File: src/rtl/zbt_frame_arbiter.sv
//----------------------------------------------------------------------------
// zbt_frame_arbiter
//
// Single-port arbiter and sequencer for the pipelined ZBT frame memory.
// Each 36-bit word holds two 18-bit YCrCb pixels.
//
// Three requesters share the memory under a fixed priority:
//   VGA display reads  >  NTSC capture writes  >  processor read/write.
// Each requester has a one-deep pending register. At most one request is
// granted per cycle. The grant is registered onto mem_addr/mem_we and is
// tracked through a latency pipeline. For a write, the pipeline drives
// mem_wdata LAT cycles after the address cycle. For a read, it steers
// mem_rdata back to the requester.
//
// Two frame banks are used in ping-pong fashion. VGA scans display_bank and
// NTSC fills ~display_bank. A frame_flag requests a bank swap. The swap waits
// until no NTSC write is still in flight, so a captured frame is never split
// across banks.
//
// Ports:
//   clock, reset           system clock; synchronous active-low reset
//   frame_flag             NTSC write bank complete (one-cycle pulse)
//   vga_flag/hcount/vcount VGA read request; vga_pixel/done_vga return
//   ntsc_flag/addr/data    NTSC write request; done_ntsc on acceptance
//   proc_flag/we/bank/addr/wdata
//                          processor request; proc_rdata/done_proc return
//   mem_addr/mem_we/mem_wdata/mem_rdata
//                          ZBT memory pins
//   display_bank           bank currently scanned by VGA
//   overflow               sticky lost-request flags {proc, ntsc, vga}
//----------------------------------------------------------------------------
module zbt_frame_arbiter #(
    parameter int ADDR_W = 19,
    parameter int DATA_W = 36,
    parameter int LAT    = 2
) (
    input  logic              clock,
    input  logic              reset,
    input  logic              frame_flag,
    input  logic              vga_flag,
    input  logic [9:0]        vga_hcount,
    input  logic [9:0]        vga_vcount,
    output logic [DATA_W-1:0] vga_pixel,
    output logic              done_vga,
    input  logic              ntsc_flag,
    input  logic [17:0]       ntsc_addr,
    input  logic [DATA_W-1:0] ntsc_data,
    output logic              done_ntsc,
    input  logic              proc_flag,
    input  logic              proc_we,
    input  logic              proc_bank,
    input  logic [17:0]       proc_addr,
    input  logic [DATA_W-1:0] proc_wdata,
    output logic [DATA_W-1:0] proc_rdata,
    output logic              done_proc,
    output logic [ADDR_W-1:0] mem_addr,
    output logic              mem_we,
    output logic [DATA_W-1:0] mem_wdata,
    input  logic [DATA_W-1:0] mem_rdata,
    output logic              display_bank,
    output logic [2:0]        overflow
);

    localparam logic [1:0] ID_VGA  = 2'd1;
    localparam logic [1:0] ID_NTSC = 2'd2;
    localparam logic [1:0] ID_PROC = 2'd3;

    // One in-flight memory access
    typedef struct packed {
        logic              valid;
        logic [1:0]        id;
        logic              we;
        logic [DATA_W-1:0] wdata;
    } pipe_t;

    // Pending request registers
    logic              vga_pend_r;
    logic [8:0]        vga_row_r;
    logic [8:0]        vga_col_r;
    logic              ntsc_pend_r;
    logic [17:0]       ntsc_addr_r;
    logic [DATA_W-1:0] ntsc_data_r;
    logic              proc_pend_r;
    logic              proc_we_r;
    logic              proc_bank_r;
    logic [17:0]       proc_addr_r;
    logic [DATA_W-1:0] proc_wdata_r;

    // Memory side and latency pipeline
    // pipe_r[0] is the address cycle; pipe_r[LAT] is the data cycle.
    logic [ADDR_W-1:0] mem_addr_r;
    logic              mem_we_r;
    logic [DATA_W-1:0] mem_wdata_r;
    pipe_t             pipe_r [0:LAT];

    // Return data and status
    logic [DATA_W-1:0] vga_pixel_r;
    logic [DATA_W-1:0] proc_rdata_r;
    logic              done_vga_r;
    logic              done_ntsc_r;
    logic              done_proc_r;
    logic              display_bank_r;
    logic              swap_pending_r;
    logic [2:0]        overflow_r;

    // Combinational grant and pipeline status
    logic              gnt_vga_s;
    logic              gnt_ntsc_s;
    logic              gnt_proc_s;
    pipe_t             gnt_entry_s;
    logic [ADDR_W-1:0] gnt_addr_s;
    logic              ntsc_in_pipe_s;
    pipe_t             last_s;
    pipe_t             pre_last_s;
    logic              vga_rd_done_s;
    logic              proc_rd_done_s;

    // The LSB of hcount selects the pixel within a word. Bit 9 of vcount is
    // outside the 512-line bank. Neither bit takes part in the address.
    logic unused_s;
    assign unused_s = ^{vga_hcount[0], vga_vcount[9]};

    // Fixed priority. NTSC is held off while a bank swap is pending, so a
    // swap cannot split a frame.
    assign gnt_vga_s  = vga_pend_r;
    assign gnt_ntsc_s = ntsc_pend_r & ~vga_pend_r & ~swap_pending_r;
    assign gnt_proc_s = proc_pend_r & ~vga_pend_r & ~gnt_ntsc_s;

    assign last_s         = pipe_r[LAT];
    assign pre_last_s     = pipe_r[LAT-1];
    assign vga_rd_done_s  = last_s.valid & ~last_s.we & (last_s.id == ID_VGA);
    assign proc_rd_done_s = last_s.valid & ~last_s.we & (last_s.id == ID_PROC);

    // Build the pipeline entry and memory address for this cycle's grant
    always_comb begin
        gnt_entry_s = '0;
        gnt_addr_s  = mem_addr_r;
        if (gnt_vga_s) begin
            gnt_entry_s.valid = 1'b1;
            gnt_entry_s.id    = ID_VGA;
            gnt_entry_s.we    = 1'b0;
            gnt_addr_s        = ADDR_W'({display_bank_r, vga_row_r, vga_col_r});
        end else if (gnt_ntsc_s) begin
            gnt_entry_s.valid = 1'b1;
            gnt_entry_s.id    = ID_NTSC;
            gnt_entry_s.we    = 1'b1;
            gnt_entry_s.wdata = ntsc_data_r;
            gnt_addr_s        = ADDR_W'({~display_bank_r, ntsc_addr_r});
        end else if (gnt_proc_s) begin
            gnt_entry_s.valid = 1'b1;
            gnt_entry_s.id    = ID_PROC;
            gnt_entry_s.we    = proc_we_r;
            gnt_entry_s.wdata = proc_wdata_r;
            gnt_addr_s        = ADDR_W'({proc_bank_r, proc_addr_r});
        end else begin
            gnt_entry_s = '0;
            gnt_addr_s  = mem_addr_r;
        end
    end

    // Detect any NTSC write still travelling through the latency pipeline
    always_comb begin
        ntsc_in_pipe_s = 1'b0;
        for (int i = 0; i <= LAT; i++) begin
            ntsc_in_pipe_s = ntsc_in_pipe_s |
                             (pipe_r[i].valid & (pipe_r[i].id == ID_NTSC));
        end
    end

    // VGA pending register: a flag fills it when it is empty or being granted
    always_ff @(posedge clock) begin
        if (!reset) begin
            vga_pend_r <= 1'b0;
            vga_row_r  <= 9'd0;
            vga_col_r  <= 9'd0;
        end else if (vga_flag && (!vga_pend_r || gnt_vga_s)) begin
            vga_pend_r <= 1'b1;
            vga_row_r  <= vga_vcount[8:0];
            vga_col_r  <= vga_hcount[9:1];
        end else if (gnt_vga_s) begin
            vga_pend_r <= 1'b0;
        end
    end

    // NTSC pending register: latches while a swap is pending and waits there
    always_ff @(posedge clock) begin
        if (!reset) begin
            ntsc_pend_r <= 1'b0;
            ntsc_addr_r <= 18'd0;
            ntsc_data_r <= '0;
        end else if (ntsc_flag && (!ntsc_pend_r || gnt_ntsc_s)) begin
            ntsc_pend_r <= 1'b1;
            ntsc_addr_r <= ntsc_addr;
            ntsc_data_r <= ntsc_data;
        end else if (gnt_ntsc_s) begin
            ntsc_pend_r <= 1'b0;
        end
    end

    // Processor pending register
    always_ff @(posedge clock) begin
        if (!reset) begin
            proc_pend_r  <= 1'b0;
            proc_we_r    <= 1'b0;
            proc_bank_r  <= 1'b0;
            proc_addr_r  <= 18'd0;
            proc_wdata_r <= '0;
        end else if (proc_flag && (!proc_pend_r || gnt_proc_s)) begin
            proc_pend_r  <= 1'b1;
            proc_we_r    <= proc_we;
            proc_bank_r  <= proc_bank;
            proc_addr_r  <= proc_addr;
            proc_wdata_r <= proc_wdata;
        end else if (gnt_proc_s) begin
            proc_pend_r  <= 1'b0;
        end
    end

    // Sticky overflow: a flag hitting an occupied pending register is lost
    always_ff @(posedge clock) begin
        if (!reset) begin
            overflow_r <= 3'b000;
        end else begin
            overflow_r <= overflow_r |
                          {proc_flag & proc_pend_r & ~gnt_proc_s,
                           ntsc_flag & ntsc_pend_r & ~gnt_ntsc_s,
                           vga_flag  & vga_pend_r  & ~gnt_vga_s};
        end
    end

    // Address cycle, latency pipeline and write data launch
    always_ff @(posedge clock) begin
        if (!reset) begin
            mem_addr_r  <= '0;
            mem_we_r    <= 1'b0;
            mem_wdata_r <= '0;
            for (int i = 0; i <= LAT; i++) begin
                pipe_r[i] <= '0;
            end
        end else begin
            mem_we_r <= gnt_entry_s.valid & gnt_entry_s.we;
            if (gnt_entry_s.valid) begin
                mem_addr_r <= gnt_addr_s;
            end
            pipe_r[0] <= gnt_entry_s;
            for (int i = 1; i <= LAT; i++) begin
                pipe_r[i] <= pipe_r[i-1];
            end
            // Load mem_wdata as the write enters the data cycle
            if (pre_last_s.valid && pre_last_s.we) begin
                mem_wdata_r <= pre_last_s.wdata;
            end
        end
    end

    // Read data return and completion pulses
    always_ff @(posedge clock) begin
        if (!reset) begin
            vga_pixel_r  <= '0;
            proc_rdata_r <= '0;
            done_vga_r   <= 1'b0;
            done_ntsc_r  <= 1'b0;
            done_proc_r  <= 1'b0;
        end else begin
            done_vga_r  <= vga_rd_done_s;
            done_ntsc_r <= gnt_ntsc_s;
            done_proc_r <= proc_rd_done_s | (gnt_proc_s & proc_we_r);
            if (vga_rd_done_s) begin
                vga_pixel_r <= mem_rdata;
            end
            if (proc_rd_done_s) begin
                proc_rdata_r <= mem_rdata;
            end
        end
    end

    // Bank swap: toggle once the pipeline holds no NTSC write. Any
    // frame_flag seen while a swap is pending merges into that swap.
    always_ff @(posedge clock) begin
        if (!reset) begin
            display_bank_r <= 1'b0;
            swap_pending_r <= 1'b0;
        end else if (swap_pending_r && !ntsc_in_pipe_s) begin
            display_bank_r <= ~display_bank_r;
            swap_pending_r <= 1'b0;
        end else if (frame_flag) begin
            swap_pending_r <= 1'b1;
        end
    end

    assign vga_pixel    = vga_pixel_r;
    assign done_vga     = done_vga_r;
    assign done_ntsc    = done_ntsc_r;
    assign proc_rdata   = proc_rdata_r;
    assign done_proc    = done_proc_r;
    assign mem_addr     = mem_addr_r;
    assign mem_we       = mem_we_r;
    assign mem_wdata    = mem_wdata_r;
    assign display_bank = display_bank_r;
    assign overflow     = overflow_r;

endmodule

File: config.mk
export PLATFORM = sky130hd
export DESIGN_NAME = zbt_frame_arbiter
export DESIGN_NICKNAME = d
export VERILOG_FILES = /design/src/rtl/zbt_frame_arbiter.sv
export SDC_FILE = /design/constraint.sdc
export NUM_CORES = 1
export LEC_CHECK = 0
export CAP_MARGIN = 20
export CORE_AREA = 3 3 160 279
export CTS_CLUSTER_SIZE = 10
export DETAILED_ROUTE_END_ITERATION = 7
export DIE_AREA = 0 0 163 282
export GPL_TIMING_DRIVEN = 0
export PLACE_DENSITY_LB_ADDON = 0.05
export SLEW_MARGIN = 40
export SYNTH_ARGS = -nofsm -noshare
export SYNTH_HDL_FRONTEND = slang
export SYNTH_SLANG_ARGS = --single-unit
File: constraint.sdc
create_clock -name clock -period 1.94 [get_ports clock]
set_input_delay 0.388 -clock clock [delete_from_list [all_inputs] [get_ports clock]]
set_output_delay 0.388 -clock clock [all_outputs]
set_load 0.02 [all_outputs]
==> metrics.txt <==
# TYPE chip_impl_metric gauge
chip_impl_info{name="run_status",value="complete, no violations"} 1
chip_impl_metric{name="final-max-slew-violation-count",unit=""} 0
chip_impl_metric{name="buffer_ports.inserted",unit=""} 303
chip_impl_metric{name="maxCapViolCount",unit=""} 0
chip_impl_metric{name="cts-buffers-inserted",unit=""} 41
chip_impl_metric{name="drc",unit=""} 0
chip_impl_metric{name="first_pass_drt_iterations",unit=""} 5
chip_impl_metric{name="initial_utilization",unit="%"} 29.9
chip_impl_info{name="timing_worst_setup_path_type",value="reg -> out"} 1
chip_impl_metric{name="netlist.area_leader.share",unit="%"} 55.3
chip_impl_metric{name="htree_num_levels",unit=""} 2
chip_impl_metric{name="path_buf_inv",unit=""} 1
chip_impl_info{name="timing.hold.worst.start",value="vga_flag"} 1
chip_impl_info{name="synth_top_family_by_area",value="simple AND/OR/NAND/NOR gates"} 1
chip_impl_metric{name="asyncSetResetFlopFracSynth",unit="%"} 0
chip_impl_metric{name="synth_seq_area_share",unit="%"} 55.3
chip_impl_metric{name="multiplexer_share_of_the_synthesized_area",unit="%"} 7.24
chip_impl_metric{name="clock_tree.buffer_depth",unit=""} 3
chip_impl_info{name="rsz0062_at_grt",value="true"} 1
chip_impl_metric{name="synth_area",unit="um^2"} 12700
chip_impl_metric{name="detail-route-antenna-nets",unit=""} 0
chip_impl_metric{name="grt_pass1_wl",unit="um"} 64000
chip_impl_metric{name="tns",unit="ps"} 0
chip_impl_metric{name="post-route-util",unit="%"} 41.6
chip_impl_metric{name="drt_wirelength",unit="um"} 43100
chip_impl_info{name="yosys-top-cells-area",value="sky130_fd_sc_hd__dfxtp_1, sky130_fd_sc_hd__nand2_1, sky130_fd_sc_hd__mux2i_1"} 1
chip_impl_metric{name="power",unit="W"} 0.0158
chip_impl_metric{name="post-route-period-util",unit="%"} 99.2
chip_impl_metric{name="area_share_of_and_or_nand_nor_cells_after_synthesis",unit="%"} 19.2
chip_impl_metric{name="critical_path.max_stage_delay",unit="ps"} 690
chip_impl_info{name="worst_setup_ep_type",value="output pin"} 1
chip_impl_metric{name="ys_ff_latch",unit=""} 351
chip_impl_info{name="synth_top_cell_by_area",value="sky130_fd_sc_hd__dfxtp_1"} 1
chip_impl_info{name="post_synth_most_frequent_cells",value="sky130_fd_sc_hd__nand2_1, sky130_fd_sc_hd__dfxtp_1, sky130_fd_sc_hd__a21boi_0"} 1
chip_impl_metric{name="via_count_of_the_first_global_routing_pass",unit=""} 10900
chip_impl_metric{name="worst_slack_on_hold_paths",unit="ps"} 326
chip_impl_metric{name="finalWorstPathRequiredPeriod",unit="ps"} 1920
chip_impl_metric{name="finalSetupViolCount",unit=""} 0
chip_impl_metric{name="synthesis.yosys.warnings",unit=""} 0
chip_impl_info{name="worst_path_dominant_cell_family",value="buffers and inverters"} 1
chip_impl_metric{name="postSynthNetCount",unit=""} 1552
chip_impl_metric{name="final_net_count",unit=""} 1898
chip_impl_info{name="yosys_most_used_dff",value="sky130_fd_sc_hd__dfxtp_1"} 1
chip_impl_info{name="worst_min_delay_path_category",value="in -> reg"} 1
chip_impl_metric{name="worst_pin_slew",unit="ps"} 698
chip_impl_metric{name="pin_count_of_the_biggest_net_entering_global_routing",unit=""} 11
chip_impl_metric{name="placedCellCount",unit=""} 2244
chip_impl_metric{name="avgSynthCellArea",unit="um^2"} 9.21
chip_impl_info{name="startpoint_type",value="flop"} 1
chip_impl_metric{name="tritoncts_num_sinks",unit=""} 351
chip_impl_info{name="post-synth-top-count-cell",value="sky130_fd_sc_hd__nand2_1"} 1
chip_impl_metric{name="place_hpwl",unit="um"} 33100
chip_impl_metric{name="finalHoldViolCount",unit=""} 0
chip_impl_metric{name="synth_cells",unit=""} 1380
chip_impl_info{name="crit_path_start",value="done_ntsc"} 1
chip_impl_metric{name="core_region_area",unit="um^2"} 42500
chip_impl_metric{name="ys_types",unit=""} 39
chip_impl_metric{name="synth_edf_count",unit=""} 0
chip_impl_metric{name="synth-compound-area-share",unit="%"} 14.6
chip_impl_metric{name="power_density",unit="nW/um^2"} 892
chip_impl_metric{name="die_height",unit="um"} 282
chip_impl_metric{name="finalWeightedCongestion",unit=""} 0.793
chip_impl_metric{name="fraction_of_layout_instances_using_a_drive_strength_above_1",unit="%"} 6.47
chip_impl_metric{name="critPathRequiredTime",unit="ps"} 1550
chip_impl_metric{name="die-area",unit="um^2"} 46000
chip_impl_metric{name="clkLatencyLatePin",unit="ps"} 540
chip_impl_metric{name="achievable-frequency",unit="MHz"} 520
chip_impl_info{name="cp_cell_sequence",value="clkdlybuf4s50_1"} 1
chip_impl_metric{name="wl_per_cell",unit="um"} 18.8
chip_impl_metric{name="synth_xor_xnor_area_share",unit="%"} 0.0689
chip_impl_metric{name="cts.hold.buffers_added",unit=""} 0
chip_impl_metric{name="routed_via_density",unit=""} 4.50
chip_impl_metric{name="die-width",unit="um"} 163
chip_impl_metric{name="vdd.ir_drop.worst",unit="uV"} 521
chip_impl_metric{name="initialDrtViolationCount",unit=""} 349
chip_impl_metric{name="skew",unit="ps"} 14.6
chip_impl_metric{name="leakage",unit="nW"} 6.86
chip_impl_metric{name="synth-adder-area-share",unit="%"} 0
chip_impl_info{name="clock-root-buffer",value="sky130_fd_sc_hd__clkbuf_16"} 1
chip_impl_metric{name="ioPinCount",unit=""} 307
chip_impl_metric{name="rows",unit=""} 100
chip_impl_metric{name="critPathArrivalTime",unit="ps"} 1540
chip_impl_info{name="critical_path.slowest_cell",value="sky130_fd_sc_hd__clkdlybuf4s50_1"} 1
chip_impl_metric{name="groute.usage.overall",unit="%"} 18.4
chip_impl_info{name="timing.rr.start",value="ntsc_pend_r"} 1
chip_impl_metric{name="antenna_found_initial",unit=""} 4
chip_impl_metric{name="worst-r2r-setup-slack",unit="ps"} 100
chip_impl_metric{name="slew_headroom",unit="%"} 53.5
chip_impl_metric{name="layout-area-overhead-vs-synth",unit="%"} 39.0
chip_impl_metric{name="clkTransAtPathRegs",unit="ps"} 60
chip_impl_metric{name="crit_path_max_fanout",unit=""} 1
chip_impl_info{name="tritoncts",value="yes"} 1
chip_impl_metric{name="globalRoute.totalOverflow",unit=""} 0
chip_impl_metric{name="vias",unit=""} 10300
chip_impl_metric{name="final-instance-count-excl-fill",unit=""} 2292
==> cell usage in the layout (no fill, tap or decap), drive strengths merged, types with 2 or more instances in the layout <==
cell,instances
nand2,460
dfxtp,351
clkdlybuf4s50,271
a21boi,167
clkbuf,120
mux2i,92
and2,50
nor2,40
a22oi,36
buf,23
nor2b,21
o21ai,21
dlygate4sd2,18
a22o,17
dlymetal6s2s,14
inv,4
nand3b,3
o21a,2
nor4b,2
a21oi,2
==> worst reg2reg max path, delay by kind of cell (launching register included) <==
family | cells | cell delay, ps
AND/OR/NAND/NOR | 3 | 470
AO/OA/AOI/OAI | 1 | 360
buffers and inverters | 2 | 430
flip-flops | 1 | 440
==> cell type report <==
| type | count | area [um^2] |
|---|---|---|
| Multi-Input combinational cell | 928 | 5260 |
| Tap cell | 561 | 702 |
| Antenna cell | 1 | 2.50 |
| Clock inverter | 2 | 17.5 |
| Sequential cell | 351 | 7030 |
| Timing Repair Buffer | 305 | 3070 |
| Clock buffer | 45 | 1080 |
| Inverter | 3 | 12.5 |
| Fill cell | 4376 | 24900 |
| Buffer | 96 | 497 |
==> layer usage <==
metal / GRT usage, % / routed length (um) / vias up
met5: 0 / 29 / -
met4: 7.10 / 1520 / 4
met3: 3.10 / 1950 / 69
met2: 35.8 / 23400 / 260
met1: 19.3 / 16200 / 4777
li1: - / - / 5196
==> stage by stage <==
stage | setup WS [ps] | cell area [um^2]
after CTS | 0.119 | 17600
after global placement | -1120 | 16400
after floorplan | 419 | 12700
after detailed placement | -1190 | 16500
after global routing | -0.0204 | 17700
final | 16.1 | 17700
==> cell families after synthesis <==
logic type | Yosys count
AOI/OAI and AO/OA | 250
xor gates and xnor gates | 1
buffers and inverters | 101
DFF | 351
muxes | 92
and+or+nand+nor | 585
==> power breakdown <==
| group | total, W | switching (W) | internal [W] |
|---|---|---|---|
| Sequential | 0.00759 | 0.000138 | 0.00745 |
| Combinational | 0.00138 | 0.000679 | 0.000702 |
| Clock | 0.00679 | 0.00289 | 0.00391 |
==> worst paths after layout <==
check / end / depth (start not counted)
min: vga_col_r[0] / 3
max reg2reg: pipe_r[0][22] / 6
min reg2reg: pipe_r[0][69] / 1
max: done_ntsc / 1
==> what timing repair did <==
action | in CTS | in global routing
pin swaps | 0 | 1
gates resized for setup | 35 | 61
endpoints found under the setup margin | 342 | 195
cloned | 0 | 0
hold endpoints to repair | 0 | 0
setup buffers | 0 | 2
==> registers in the layout (all words and copies together), names as in the netlist, 3 cells and up <==
signal        flops
proc_addr_r      18
proc_wdata_r     36
proc_rdata       36
pipe_r           84
mem_addr         19
vga_pixel        36
ntsc_data_r      36
mem_wdata        36
vga_row_r         9
overflow          3
ntsc_addr_r      18
vga_col_r         9
No activity file was read; power rests on OpenSTA's default activity.
